==> config.mk <==
export PLATFORM = sky130hd
export DESIGN_NAME = wb_queue_flat
export DESIGN_NICKNAME = d
export VERILOG_FILES = /design/src/rtl/wb_queue_pkg.sv /design/src/rtl/wb_queue_if.sv /design/src/rtl/wb_result_sel.sv /design/src/rtl/wb_queue.sv /design/src/flat_wrapper.sv
export SDC_FILE = /design/constraint.sdc
export NUM_CORES = 1
export LEC_CHECK = 0
export ABC_AREA = 1
export CAP_MARGIN = 20
export CORE_MARGIN = 4
export CORE_UTILIZATION = 45
export CTS_CLUSTER_DIAMETER = 80
export DETAILED_ROUTE_END_ITERATION = 7
export DONT_BUFFER_PORTS = 1
export PLACE_DENSITY = 0.61
export SETUP_SLACK_MARGIN = 0.02
export SLEW_MARGIN = 10
export SYNTH_ARGS = -nofsm -noshare
export SYNTH_HDL_FRONTEND = slang
export SYNTH_SLANG_ARGS = --single-unit
==> constraint.sdc <==
create_clock -name clock -period 1.3 [get_ports clock]
set_input_delay 0.13 -clock clock [delete_from_list [all_inputs] [get_ports clock]]
set_output_delay 0.13 -clock clock [all_outputs]
set_load 0.05 [all_outputs]
==> src/rtl/wb_queue_pkg.sv <==
// Shared widths and the writeback queue entry record.
package wb_queue_pkg;
  localparam int PREG_W   = 6;
  localparam int PC_W     = 64;
  localparam int RESULT_W = 64;
  localparam int QDEPTH   = 2;

  typedef struct packed {
    logic                need_to_wb;
    logic [PREG_W-1:0]   prd;
    logic [RESULT_W-1:0] data;
    logic [PC_W-1:0]     pc;
  } wb_entry_t;
endpackage

==> src/rtl/wb_queue_if.sv <==
// Upstream enqueue side and regfile/commit side of the writeback queue.
interface wb_queue_if;
  import wb_queue_pkg::*;

  logic                redirect_flush;
  logic                in_valid;
  logic                in_ready;
  logic                in_need_to_wb;
  logic [PREG_W-1:0]   in_prd;
  logic [PC_W-1:0]     in_pc;
  logic                in_is_load;
  logic                in_is_muldiv;
  logic                in_is_bju;
  logic [RESULT_W-1:0] in_alu_result;
  logic [RESULT_W-1:0] in_bju_result;
  logic [RESULT_W-1:0] in_muldiv_result;
  logic [RESULT_W-1:0] in_load_data;
  logic                wb_valid;
  logic                wb_ready;
  logic                wb_wen;
  logic [PREG_W-1:0]   wb_prd;
  logic [RESULT_W-1:0] wb_data;
  logic [PC_W-1:0]     wb_pc;
  logic [1:0]          occupancy;

  modport slave (
    input  redirect_flush, in_valid, in_need_to_wb, in_prd, in_pc,
           in_is_load, in_is_muldiv, in_is_bju,
           in_alu_result, in_bju_result, in_muldiv_result, in_load_data,
           wb_ready,
    output in_ready, wb_valid, wb_wen, wb_prd, wb_data, wb_pc, occupancy
  );

  modport master (
    output redirect_flush, in_valid, in_need_to_wb, in_prd, in_pc,
           in_is_load, in_is_muldiv, in_is_bju,
           in_alu_result, in_bju_result, in_muldiv_result, in_load_data,
           wb_ready,
    input  in_ready, wb_valid, wb_wen, wb_prd, wb_data, wb_pc, occupancy
  );
endinterface

==> src/rtl/wb_result_sel.sv <==
// Picks the writeback result at enqueue: load > muldiv > bju > alu.
module wb_result_sel
  import wb_queue_pkg::*;
(
  input  logic                is_load,
  input  logic                is_muldiv,
  input  logic                is_bju,
  input  logic [RESULT_W-1:0] alu_result,
  input  logic [RESULT_W-1:0] bju_result,
  input  logic [RESULT_W-1:0] muldiv_result,
  input  logic [RESULT_W-1:0] load_data,
  output logic [RESULT_W-1:0] data
);
  always_comb begin
    data = alu_result;
    if (is_load)        data = load_data;
    else if (is_muldiv) data = muldiv_result;
    else if (is_bju)    data = bju_result;
  end
endmodule

==> src/rtl/wb_queue.sv <==
// Two-entry writeback FIFO between the execute pipeline register and the
// regfile/commit port; result is selected on the way in, no bypass.
module wb_queue
  import wb_queue_pkg::*;
(
  input  logic        clock,
  input  logic        reset_n,
  wb_queue_if.slave   q
);
  wb_entry_t           entry_q [QDEPTH];
  logic                head_q, tail_q;
  logic [1:0]          count_q;
  logic [RESULT_W-1:0] sel_data;
  logic                enq_fire, deq_fire;
  wb_entry_t           head;

  wb_result_sel u_sel (
    .is_load       (q.in_is_load),
    .is_muldiv     (q.in_is_muldiv),
    .is_bju        (q.in_is_bju),
    .alu_result    (q.in_alu_result),
    .bju_result    (q.in_bju_result),
    .muldiv_result (q.in_muldiv_result),
    .load_data     (q.in_load_data),
    .data          (sel_data)
  );

  // in_ready looks only at registered occupancy so a full queue never
  // accepts on the strength of a same-cycle dequeue.
  assign q.in_ready  = (count_q < 2'd2);
  assign q.wb_valid  = (count_q != 2'd0);
  assign q.occupancy = count_q;

  assign enq_fire = q.in_valid & q.in_ready;
  assign deq_fire = q.wb_valid & q.wb_ready;

  assign head     = entry_q[head_q];
  assign q.wb_prd  = head.prd;
  assign q.wb_data = head.data;
  assign q.wb_pc   = head.pc;
  assign q.wb_wen  = deq_fire & head.need_to_wb;

  always_ff @(posedge clock or negedge reset_n) begin
    if (!reset_n) begin
      head_q  <= 1'b0;
      tail_q  <= 1'b0;
      count_q <= 2'd0;
      for (int i = 0; i < QDEPTH; i++) entry_q[i] <= '0;
    end else if (q.redirect_flush) begin
      // Flush beats enqueue; any dequeue this cycle was already delivered.
      head_q  <= 1'b0;
      tail_q  <= 1'b0;
      count_q <= 2'd0;
    end else begin
      if (enq_fire) begin
        entry_q[tail_q] <= '{need_to_wb: q.in_need_to_wb, prd: q.in_prd,
                             data: sel_data, pc: q.in_pc};
        tail_q <= ~tail_q;
      end
      if (deq_fire) head_q <= ~head_q;
      count_q <= count_q + {1'b0, enq_fire} - {1'b0, deq_fire};
    end
  end
endmodule
==> src/flat_wrapper.sv <==
// flat-port wrapper written by rule: the top's interface ports become plain ports
module wb_queue_flat import wb_queue_pkg::*;
  (clock, reset_n, q_redirect_flush, q_in_valid, q_in_need_to_wb, q_in_prd, q_in_pc, q_in_is_load, q_in_is_muldiv, q_in_is_bju, q_in_alu_result, q_in_bju_result, q_in_muldiv_result, q_in_load_data, q_wb_ready, q_in_ready, q_wb_valid, q_wb_wen, q_wb_prd, q_wb_data, q_wb_pc, q_occupancy);
  wb_queue_if q_i ();
  input  logic clock;
  input  logic reset_n;
  input wire logic [$bits(q_i.redirect_flush)-1:0] q_redirect_flush;
  input wire logic [$bits(q_i.in_valid)-1:0] q_in_valid;
  input wire logic [$bits(q_i.in_need_to_wb)-1:0] q_in_need_to_wb;
  input wire logic [$bits(q_i.in_prd)-1:0] q_in_prd;
  input wire logic [$bits(q_i.in_pc)-1:0] q_in_pc;
  input wire logic [$bits(q_i.in_is_load)-1:0] q_in_is_load;
  input wire logic [$bits(q_i.in_is_muldiv)-1:0] q_in_is_muldiv;
  input wire logic [$bits(q_i.in_is_bju)-1:0] q_in_is_bju;
  input wire logic [$bits(q_i.in_alu_result)-1:0] q_in_alu_result;
  input wire logic [$bits(q_i.in_bju_result)-1:0] q_in_bju_result;
  input wire logic [$bits(q_i.in_muldiv_result)-1:0] q_in_muldiv_result;
  input wire logic [$bits(q_i.in_load_data)-1:0] q_in_load_data;
  input wire logic [$bits(q_i.wb_ready)-1:0] q_wb_ready;
  output wire logic [$bits(q_i.in_ready)-1:0] q_in_ready;
  output wire logic [$bits(q_i.wb_valid)-1:0] q_wb_valid;
  output wire logic [$bits(q_i.wb_wen)-1:0] q_wb_wen;
  output wire logic [$bits(q_i.wb_prd)-1:0] q_wb_prd;
  output wire logic [$bits(q_i.wb_data)-1:0] q_wb_data;
  output wire logic [$bits(q_i.wb_pc)-1:0] q_wb_pc;
  output wire logic [$bits(q_i.occupancy)-1:0] q_occupancy;
  assign q_i.redirect_flush = q_redirect_flush;
  assign q_i.in_valid = q_in_valid;
  assign q_i.in_need_to_wb = q_in_need_to_wb;
  assign q_i.in_prd = q_in_prd;
  assign q_i.in_pc = q_in_pc;
  assign q_i.in_is_load = q_in_is_load;
  assign q_i.in_is_muldiv = q_in_is_muldiv;
  assign q_i.in_is_bju = q_in_is_bju;
  assign q_i.in_alu_result = q_in_alu_result;
  assign q_i.in_bju_result = q_in_bju_result;
  assign q_i.in_muldiv_result = q_in_muldiv_result;
  assign q_i.in_load_data = q_in_load_data;
  assign q_i.wb_ready = q_wb_ready;
  assign q_in_ready = q_i.in_ready;
  assign q_wb_valid = q_i.wb_valid;
  assign q_wb_wen = q_i.wb_wen;
  assign q_wb_prd = q_i.wb_prd;
  assign q_wb_data = q_i.wb_data;
  assign q_wb_pc = q_i.wb_pc;
  assign q_occupancy = q_i.occupancy;
  wb_queue u_core (.clock(clock), .reset_n(reset_n), .q(q_i));
endmodule
==> results of run 1 <==
==> Yosys cell counts (6+ instances only) <==
master	count
sky130_fd_sc_hd__a21oi_1	66
sky130_fd_sc_hd__buf_2	63
sky130_fd_sc_hd__buf_4	6
sky130_fd_sc_hd__buf_6	13
sky130_fd_sc_hd__clkbuf_1	41
sky130_fd_sc_hd__dfrtp_1	274
sky130_fd_sc_hd__inv_1	142
sky130_fd_sc_hd__inv_2	7
sky130_fd_sc_hd__nand2_1	1257
sky130_fd_sc_hd__nand3_1	64
sky130_fd_sc_hd__o21ai_0	122
sky130_fd_sc_hd__o21ai_1	23
==> worst paths after layout <==
path                                         end  cells past startpoint
setup / recovery                    q_wb_data[0]                      5
hold / removal               u_core.entry_q[250]                      0
setup reg to reg                   u_core.head_q                      6
hold reg to reg              u_core.entry_q[124]                      2
max in group asynchronous  u_core.q.occupancy[0]                      0
min in group clock           u_core.entry_q[232]                      6
==> through the flow <==
| step | TNS [ns] | hold slack, ns |
|---|---|---|
| floorplan | -36.85 | -0.166 |
| global placement | -0.411 | -0.155 |
| detailed placement | -1.21 | -0.153 |
| CTS | -79.64 | -0.743 |
| global route | -94.93 | -0.750 |
| finish | -70.94 | -0.720 |
==> layer usage <==
layer  up-vias  GRT usage  share of wire
met5         -          0              0
met4         0      0.113          0.044
met3       168     0.0737          0.089
met2       700      0.468           0.47
met1      6948      0.361           0.40
li1       6948          -              -
==> layout by cell type, fill, tap and decap left out, types with 7 or more instances in the layout <==
cell type | synthesis | final
sky130_fd_sc_hd__o21ai_1 | 23 | 132
sky130_fd_sc_hd__dfrtp_1 | 274 | 271
sky130_fd_sc_hd__nand2_1 | 1257 | 1038
sky130_fd_sc_hd__clkbuf_8 | 0 | 7
sky130_fd_sc_hd__nand3_1 | 64 | 64
sky130_fd_sc_hd__nand2_8 | 0 | 27
sky130_fd_sc_hd__a21oi_1 | 66 | 66
sky130_fd_sc_hd__buf_16 | 0 | 7
sky130_fd_sc_hd__nand2_2 | 1 | 59
sky130_fd_sc_hd__inv_1 | 142 | 138
sky130_fd_sc_hd__dlygate4sd3_1 | 0 | 309
sky130_fd_sc_hd__o21ai_0 | 122 | 13
sky130_fd_sc_hd__clkbuf_16 | 0 | 38
sky130_fd_sc_hd__buf_12 | 0 | 39
sky130_fd_sc_hd__clkbuf_1 | 41 | 11
sky130_fd_sc_hd__buf_4 | 6 | 16
sky130_fd_sc_hd__buf_6 | 13 | 9
sky130_fd_sc_hd__nand2_4 | 0 | 134
==> cell type report <==
type | count | area, um^2 | share of cell area
diodes | 5 | 12.5 | 0.000592
clock buffers | 49 | 913 | 0.0432
clock inverters | 4 | 20.0 | 0.000946
inverters | 149 | 593 | 0.0280
multi-input cells | 1540 | 7750 | 0.366
flip-flops and latches | 274 | 6860 | 0.324
well taps | 396 | 495 | 0.0234
repair buffers | 390 | 4510 | 0.213
==> logic make-up after synthesis <==
group / synth area share
compound gates: 0.0741
fa+ha+maj: 0.000878
buf+inv: 0.0867
flops: 0.481
simple gates: 0.357
==> power breakdown <==
| part | switching (mW) | internal, mW | leakage (nW) |
|---|---|---|---|
| Combinational | 9.37 | 4.31 | 6.87 |
| Clock | 3.38 | 4.74 | 0.461 |
| Sequential | 1.51 | 10.9 | 3.44 |
==> sequential cells by signal, indices dropped and copies added, names as in the netlist <==
register and cells:
u_core.entry_q 270, u_core.head_q 1, u_core.q.occupancy 2, u_core.tail_q 1
==> critical path, stage by stage (launching register included) <==
cell and delay [ns]:
sky130_fd_sc_hd__dfrtp_4 0.52, sky130_fd_sc_hd__clkinv_8 0.11, sky130_fd_sc_hd__buf_12 0.13, sky130_fd_sc_hd__clkbuf_16 0.17
sky130_fd_sc_hd__nand2_1 0.09, sky130_fd_sc_hd__nand2_4 0.17
==> repair_timing <==
| action | 4_1_cts | 5_1_grt |
|---|---|---|
| gates resized for setup | 28 | 141 |
| setup endpoints to repair | 304 | 412 |
| buffers inserted | 3 | 5 |
| cloned | 3 | 9 |
| pin swaps | 37 | 53 |
| endpoints found under the hold margin | 548 | 274 |
==> flow_summary.rst, run 1 <==
.. list-table::
   :header-rows: 1

   * - Metric
     - Value
   * - Result of the run
     - complete, but fails checks
   * - Violations in the final reports
     - negative hold slack, negative setup slack
   * - Tightest Pin Transition
     - 0.759 ns
   * - Number of port buffers
     - 0
   * - GRT overflow
     - 0
   * - Cell type contributing the most total cell area after synthesis
     - sky130_fd_sc_hd__dfrtp_1
   * - Max Fclk
     - 0.534 GHz
   * - Antenna violations before repair
     - 4
   * - Number of optimization iterations in the first detailed-route pass
     - 5
   * - Placement-stage worst setup slack
     - -0.0957 ns
   * - Share of the cycle needed by the critical path after routing
     - 1.44
   * - Largest net degree at the start of global routing
     - 275
   * - Type of the tightest min-delay check
     - in -> async
   * - Total placed instance area
     - 0.0160 mm^2
   * - Drt total wl
     - 52800 um
   * - Fraction of post-synthesis cell area in the top cell type by area
     - 0.481
   * - Number of global-route vias before repair
     - 14700
   * - Maximum ir drop on the vdd rail
     - 1050 uV
   * - Clock latency at the later pin of the worst-skew pair
     - 0.55 ns
   * - Flops & latches, synth
     - 274
   * - Clock tree skew after final layout
     - 0.00569 ns
   * - Placed Instances
     - 2419
   * - Overall via count from detail_route
     - 14800
   * - Final std cell area, no fill
     - 0.0212 mm^2
   * - Synth Net Count
     - 2426
   * - Highest fanout seen on the critical path
     - 7
   * - Core Region
     - 0.0309 mm^2
   * - Count of synthesis-stage warnings from yosys
     - 0
   * - Total of fill cells in the finished design
     - 2420
   * - Layout cells sized above 1
     - 0.149
   * - First-iteration detailed-routing DRC count
     - 1104
   * - Biggest area contributors in the synthesized netlist
     - sky130_fd_sc_hd__dfrtp_1 48%, sky130_fd_sc_hd__nand2_1 33%, sky130_fd_sc_hd__o21ai_0 4.3%, sky130_fd_sc_hd__inv_1 3.7%, sky130_fd_sc_hd__a21oi_1 2.3%
   * - Number of distinct library cells after synthesis
     - 18
   * - Ports placed on the boundary
     - 474
   * - Number of endpoints with negative hold slack in the final report
     - 274
   * - Tot Pwr
     - 34.2 mW
   * - Setup-violating endpoint count in the final report
     - 188
   * - Clk pin slew, worst setup/hold paths
     - 0.06 ns
   * - WS Path Type
     - reg -> out
   * - Cells after Synth
     - 2090
   * - Worst setup path start
     - u_core.head_q
   * - WP data arrival
     - 1.74 ns
   * - Number of routed nets with antenna violations
     - 0
   * - Leakage power of the design
     - 10.8 nW
   * - Starting Density
     - 0.461
   * - Detail-routed net length per standard cell
     - 18.8 um
   * - Post-route insts no fill
     - 2807
   * - Worst setup slack for register-to-register paths
     - -0.11 ns
   * - Worst flop-to-flop path startpoint
     - u_core.head_q
   * - Minimum period implied by the final worst setup slack
     - 1.87 ns
   * - Hold buffer count at CTS
     - 311
   * - PnR worst setup slack
     - -0.574 ns
   * - Worst-case clock buffer depth
     - 3
   * - Endpoint class of the critical path
     - output pin
   * - TritonCTS clock tree
     - built
   * - Last weighted congestion value of the routability-driven placer
     - 0.851
   * - TritonCTS Buffers
     - 30
   * - Worst Path Required
     - 1.17 ns
   * - Synthesized cell area
     - 0.0142 mm^2
   * - Setup repair after global routing missed its margin
     - true
   * - Share of the yosys chip area belonging to registers
     - 0.481
   * - Max-slew violations
     - 0
   * - Detailed placer's ending HPWL
     - 29700 um
   * - Die Height
     - 186 um
   * - Chip width
     - 186 um
   * - First-pass GRT wire length
     - 78600 um
   * - Average footprint of a synthesized cell
     - 6.82 um^2
   * - Htree depth
     - 1
   * - Via density per instance
     - 5.26
   * - # clock sinks
     - 274
   * - Std-Cell Rows
     - 64
   * - Launching element type of the critical path
     - flop
   * - Die outline area
     - 0.0346 mm^2
   * - Post-route core utilization
     - 0.684
   * - Power density over the cells
     - 1620 mW/mm^2
   * - Final worst hold slack
     - -0.720 ns
   * - Dominant synthesized flop cell
     - sky130_fd_sc_hd__dfrtp_1
   * - Relative area change from synthesis to final layout
     - 48.5%
   * - Normalized max-slew margin
     - 0.494
   * - Fraction of synthesis flops using an asynchronous set or reset pin
     - 1.00
   * - Total track usage
     - 0.285
   * - Count of flip-flops with a built-in enable after synthesis
     - 0
   * - Root buffer cell
     - sky130_fd_sc_hd__clkbuf_16
   * - Net total in the final layout
     - 2721
   * - Total of max-cap violations
     - 0
   * - Number of remaining DRC errors
     - 0
(Power assumes the default switching activity.)
==> run 2: changes to the inputs <==
Settings changed: CORE_UTILIZATION 45 to 43, PLACE_DENSITY 0.61 to 0.59.
==> run 2 against run 1 <==
Effect of this change: the run still ends with negative hold slack, negative setup slack left; sequential share of layout area increased by 1.2 points; via count decreased by 0.41%; critical path type unchanged; die area rose by 4.4%; critical endpoint is now q_wb_data[30].
==> flow_summary.rst, run 2 (synthesis gave the netlist of run 1 again) <==
.. list-table::
   :header-rows: 1

   * - Metric
     - Value
   * - WP data arrival
     - 1.77 ns (+0.03 ns)
   * - Multi-input combinational cell area
     - 0.00728 mm^2 (-6.0%)
   * - Detail-routed net length per standard cell
     - 18.3 um (-2.7%)
   * - Number of global-route vias before repair
     - 14600 (-0.075%)
   * - Last weighted congestion value of the routability-driven placer
     - 0.903 (+6.1%)
   * - Total of max-cap violations
     - 0 (unchanged)
   * - Violations in the final reports
     - negative hold slack, negative setup slack
   * - Switching power as a share of total power
     - 0.413 (-0.00408)
   * - Number of routed nets with antenna violations
     - 0 (unchanged)
   * - Normalized max-slew margin
     - 0.469 (-0.0244)
   * - Htree depth
     - 1 (unchanged)
   * - Endpoint class of the critical path
     - output pin
   * - Leakage power of the design
     - 10.5 nW (-3.0%)
   * - Type of the tightest min-delay check
     - in -> async
   * - Maximum ir drop on the vdd rail
     - 1010 uV (-4.1%)
   * - Number of remaining DRC errors
     - 0 (unchanged)
   * - TritonCTS Buffers
     - 31 (+3.3%)
   * - Psw
     - 13.7 mW (-3.7%)
   * - Share of the cycle needed by the critical path after routing
     - 1.46 (+0.0168)
   * - Highest fanout seen on the critical path
     - 8 (+1)
   * - Power Internal
     - 19.6 mW (-2.1%)
   * - Register name with the most flops
     - u_core.entry_q
   * - Clock tree skew after final layout
     - 0.0115 ns (+0.00581 ns)
   * - Drt total wl
     - 51800 um (-1.9%)
   * - Root buffer cell
     - sky130_fd_sc_hd__clkbuf_16
   * - Core Region
     - 0.0326 mm^2 (+5.5%)
   * - Tightest Pin Transition
     - 0.796 ns (+0.0365 ns)
   * - Die outline area
     - 0.0361 mm^2 (+4.4%)
   * - Commonest cells after routing, fill and taps aside
     - 1096 x sky130_fd_sc_hd__nand2_1, 302 x sky130_fd_sc_hd__dlygate4sd3_1, 271 x sky130_fd_sc_hd__dfrtp_1, 138 x sky130_fd_sc_hd__inv_1, 134 x sky130_fd_sc_hd__o21ai_1
   * - Placed Instances
     - 2467 (+2.0%)
   * - Die Height
     - 190 um (+2.2%)
   * - Number of endpoints with negative hold slack in the final report
     - 274 (unchanged)
   * - Post-route insts no fill
     - 2831 (+0.86%)
   * - Tot Pwr
     - 33.3 mW (-2.7%)
   * - Power density over the cells
     - 1630 mW/mm^2 (+0.97%)
   * - Number of port buffers
     - 0 (unchanged)
   * - Result of the run
     - complete, but fails checks
   * - Accumulated negative setup slack
     - -75.26 ns (-4.33 ns)
   * - WS Path Type
     - reg -> out
   * - Ports placed on the boundary
     - 474 (unchanged)
   * - GRT overflow
     - 0 (unchanged)
   * - Area occupied by registers
     - 0.00686 mm^2 (unchanged)
   * - First-pass GRT wire length
     - 78200 um (-0.54%)
   * - Post-route core utilization
     - 0.625 (-0.0597)
   * - First-iteration detailed-routing DRC count
     - 1064 (-3.6%)
   * - Relative area change from synthesis to final layout
     - 43.0%
   * - Total track usage
     - 0.269 (-0.0156)
   * - Via density per instance
     - 5.19 (-1.3%)
   * - Clock Power Share
     - 0.246 (+0.009)
   * - Layout cells sized above 1
     - 0.121 (-0.0286)
   * - PnR worst setup slack
     - -0.596 ns (-0.0219 ns)
   * - Part of the total power dissipated in combinational logic
     - 0.383 (-0.016)
   * - Clk pin slew, worst setup/hold paths
     - 0.06 ns (about the same)
   * - Total of fill cells in the finished design
     - 2793 (+15%)
   * - Launching element type of the critical path
     - flop
   * - Overall via count from detail_route
     - 14700 (-0.41%)
   * - Largest net degree at the start of global routing
     - 275 (unchanged)
   * - Antenna violations before repair
     - 4 (unchanged)
   * - # clock sinks
     - 274 (unchanged)
   * - Starting Density
     - 0.437 (-0.0241)
   * - Minimum period implied by the final worst setup slack
     - 1.90 ns (+0.0219 ns)
   * - Max Fclk
     - 0.528 GHz (-1.2%)
   * - TritonCTS clock tree
     - built
   * - Setup-violating endpoint count in the final report
     - 264 (+40%)
   * - Share of total power in sequential cells
     - 0.370 (+0.007)
   * - Clock latency at the later pin of the worst-skew pair
     - 0.54 ns (about the same)
   * - Std-Cell Rows
     - 66 (+3.1%)
   * - Worst-case clock buffer depth
     - 3 (unchanged)
   * - Max-slew violations
     - 0 (unchanged)
   * - Hold buffer count at CTS
     - 304 (-2.3%)
   * - Chip width
     - 190 um (+2.2%)
   * - Setup repair after global routing missed its margin
     - true
   * - Number of optimization iterations in the first detailed-route pass
     - 5 (unchanged)
   * - Final worst hold slack
     - -0.704 ns (+0.0159 ns)
   * - Net total in the final layout
     - 2706 (-0.55%)
   * - Detailed placer's ending HPWL
     - 30900 um (+3.7%)
   * - Worst Path Required
     - 1.17 ns (about the same)
   * - Flip-flop count of the largest register after layout
     - 270 (unchanged)
   * - Commonest non-fill, non-tap cell in the layout
     - sky130_fd_sc_hd__nand2_1
-- run 2: final timing paths --
| path | startpoint | end | slack, ns | depth (start not counted) |
|---|---|---|---|---|
| min reg2reg | u_core.entry_q[254] | u_core.entry_q[254] | 0.47 | 2 |
| max in group asynchronous | reset_n | u_core.entry_q[205] | 1.35 | 0 |
| max | u_core.head_q | q_wb_data[30] | -0.60 | 5 |
| max reg2reg | u_core.q.occupancy[1] | u_core.q.occupancy[1] | -0.10 | 11 |
| min in group clock | q_in_muldiv_result[58] | u_core.entry_q[257] | 0.04 | 6 |
| min | reset_n | u_core.entry_q[250] | -0.70 | 0 |
-- run 2: worst max-delay path, cell delays in order, from the launching register on --
cell	delay [ns]
sky130_fd_sc_hd__dfrtp_4	0.55
sky130_fd_sc_hd__clkinv_8	0.12
sky130_fd_sc_hd__buf_12	0.12
sky130_fd_sc_hd__clkbuf_16	0.17
sky130_fd_sc_hd__nand2_1	0.10
sky130_fd_sc_hd__nand2_4	0.16
-- run 2: metrics by stage --
stage	worst slack, ns	area [um^2]	hold slack (ns)
global route	-0.649	20400	-0.736
finish	-0.596	20400	-0.704
CTS	-0.612	20100	-0.736
global placement	-0.0545	16000	-0.155
floorplan	-0.174	15400	-0.166
detailed placement	-0.0861	16000	-0.157
-- run 2: area by class of cell --
cell class | instances | share of cell area
sequential | 274 | 0.337
antenna | 1 | 0.000123
multi-input combinational | 1540 | 0.358
clock buffer | 46 | 0.0418
inverter | 149 | 0.0290
timing repair buffer | 374 | 0.204
tap | 442 | 0.0271
clock inverter | 5 | 0.00368
-- run 2: repair_timing --
| action | CTS | global route |
|---|---|---|
| endpoints found under the hold margin | 548 | 274 |
| endpoints found under the setup margin | 357 | 408 |
| gates cloned | 0 | 5 |
| gates resized for setup | 7 | 51 |
| setup buffers | 0 | 3 |
| pin swaps | 2 | 35 |
-- run 2: power by group through the flow --
stage / registers (mW) / logic (mW) / clock network [mW]
2_1_floorplan: 12.0 / 9.81 / 0
3_3_place_gp: 12.3 / 11.3 / 0
3_5_place_dp: 12.3 / 11.4 / 0
4_1_cts: 12.2 / 12.3 / 8.37
5_1_grt: 12.6 / 13.7 / 8.75
6_report: 12.3 / 12.8 / 8.20
-- run 2: layer usage --
metal | part of all wire | wire, um | global-route usage | vias up
met5 | 0.00064 | 33 | 0 | -
met4 | 0.046 | 2380 | 0.105 | 6
met3 | 0.082 | 4270 | 0.0659 | 161
met2 | 0.47 | 24500 | 0.456 | 694
met1 | 0.40 | 20600 | 0.332 | 6935
li1 | - | - | - | 6907
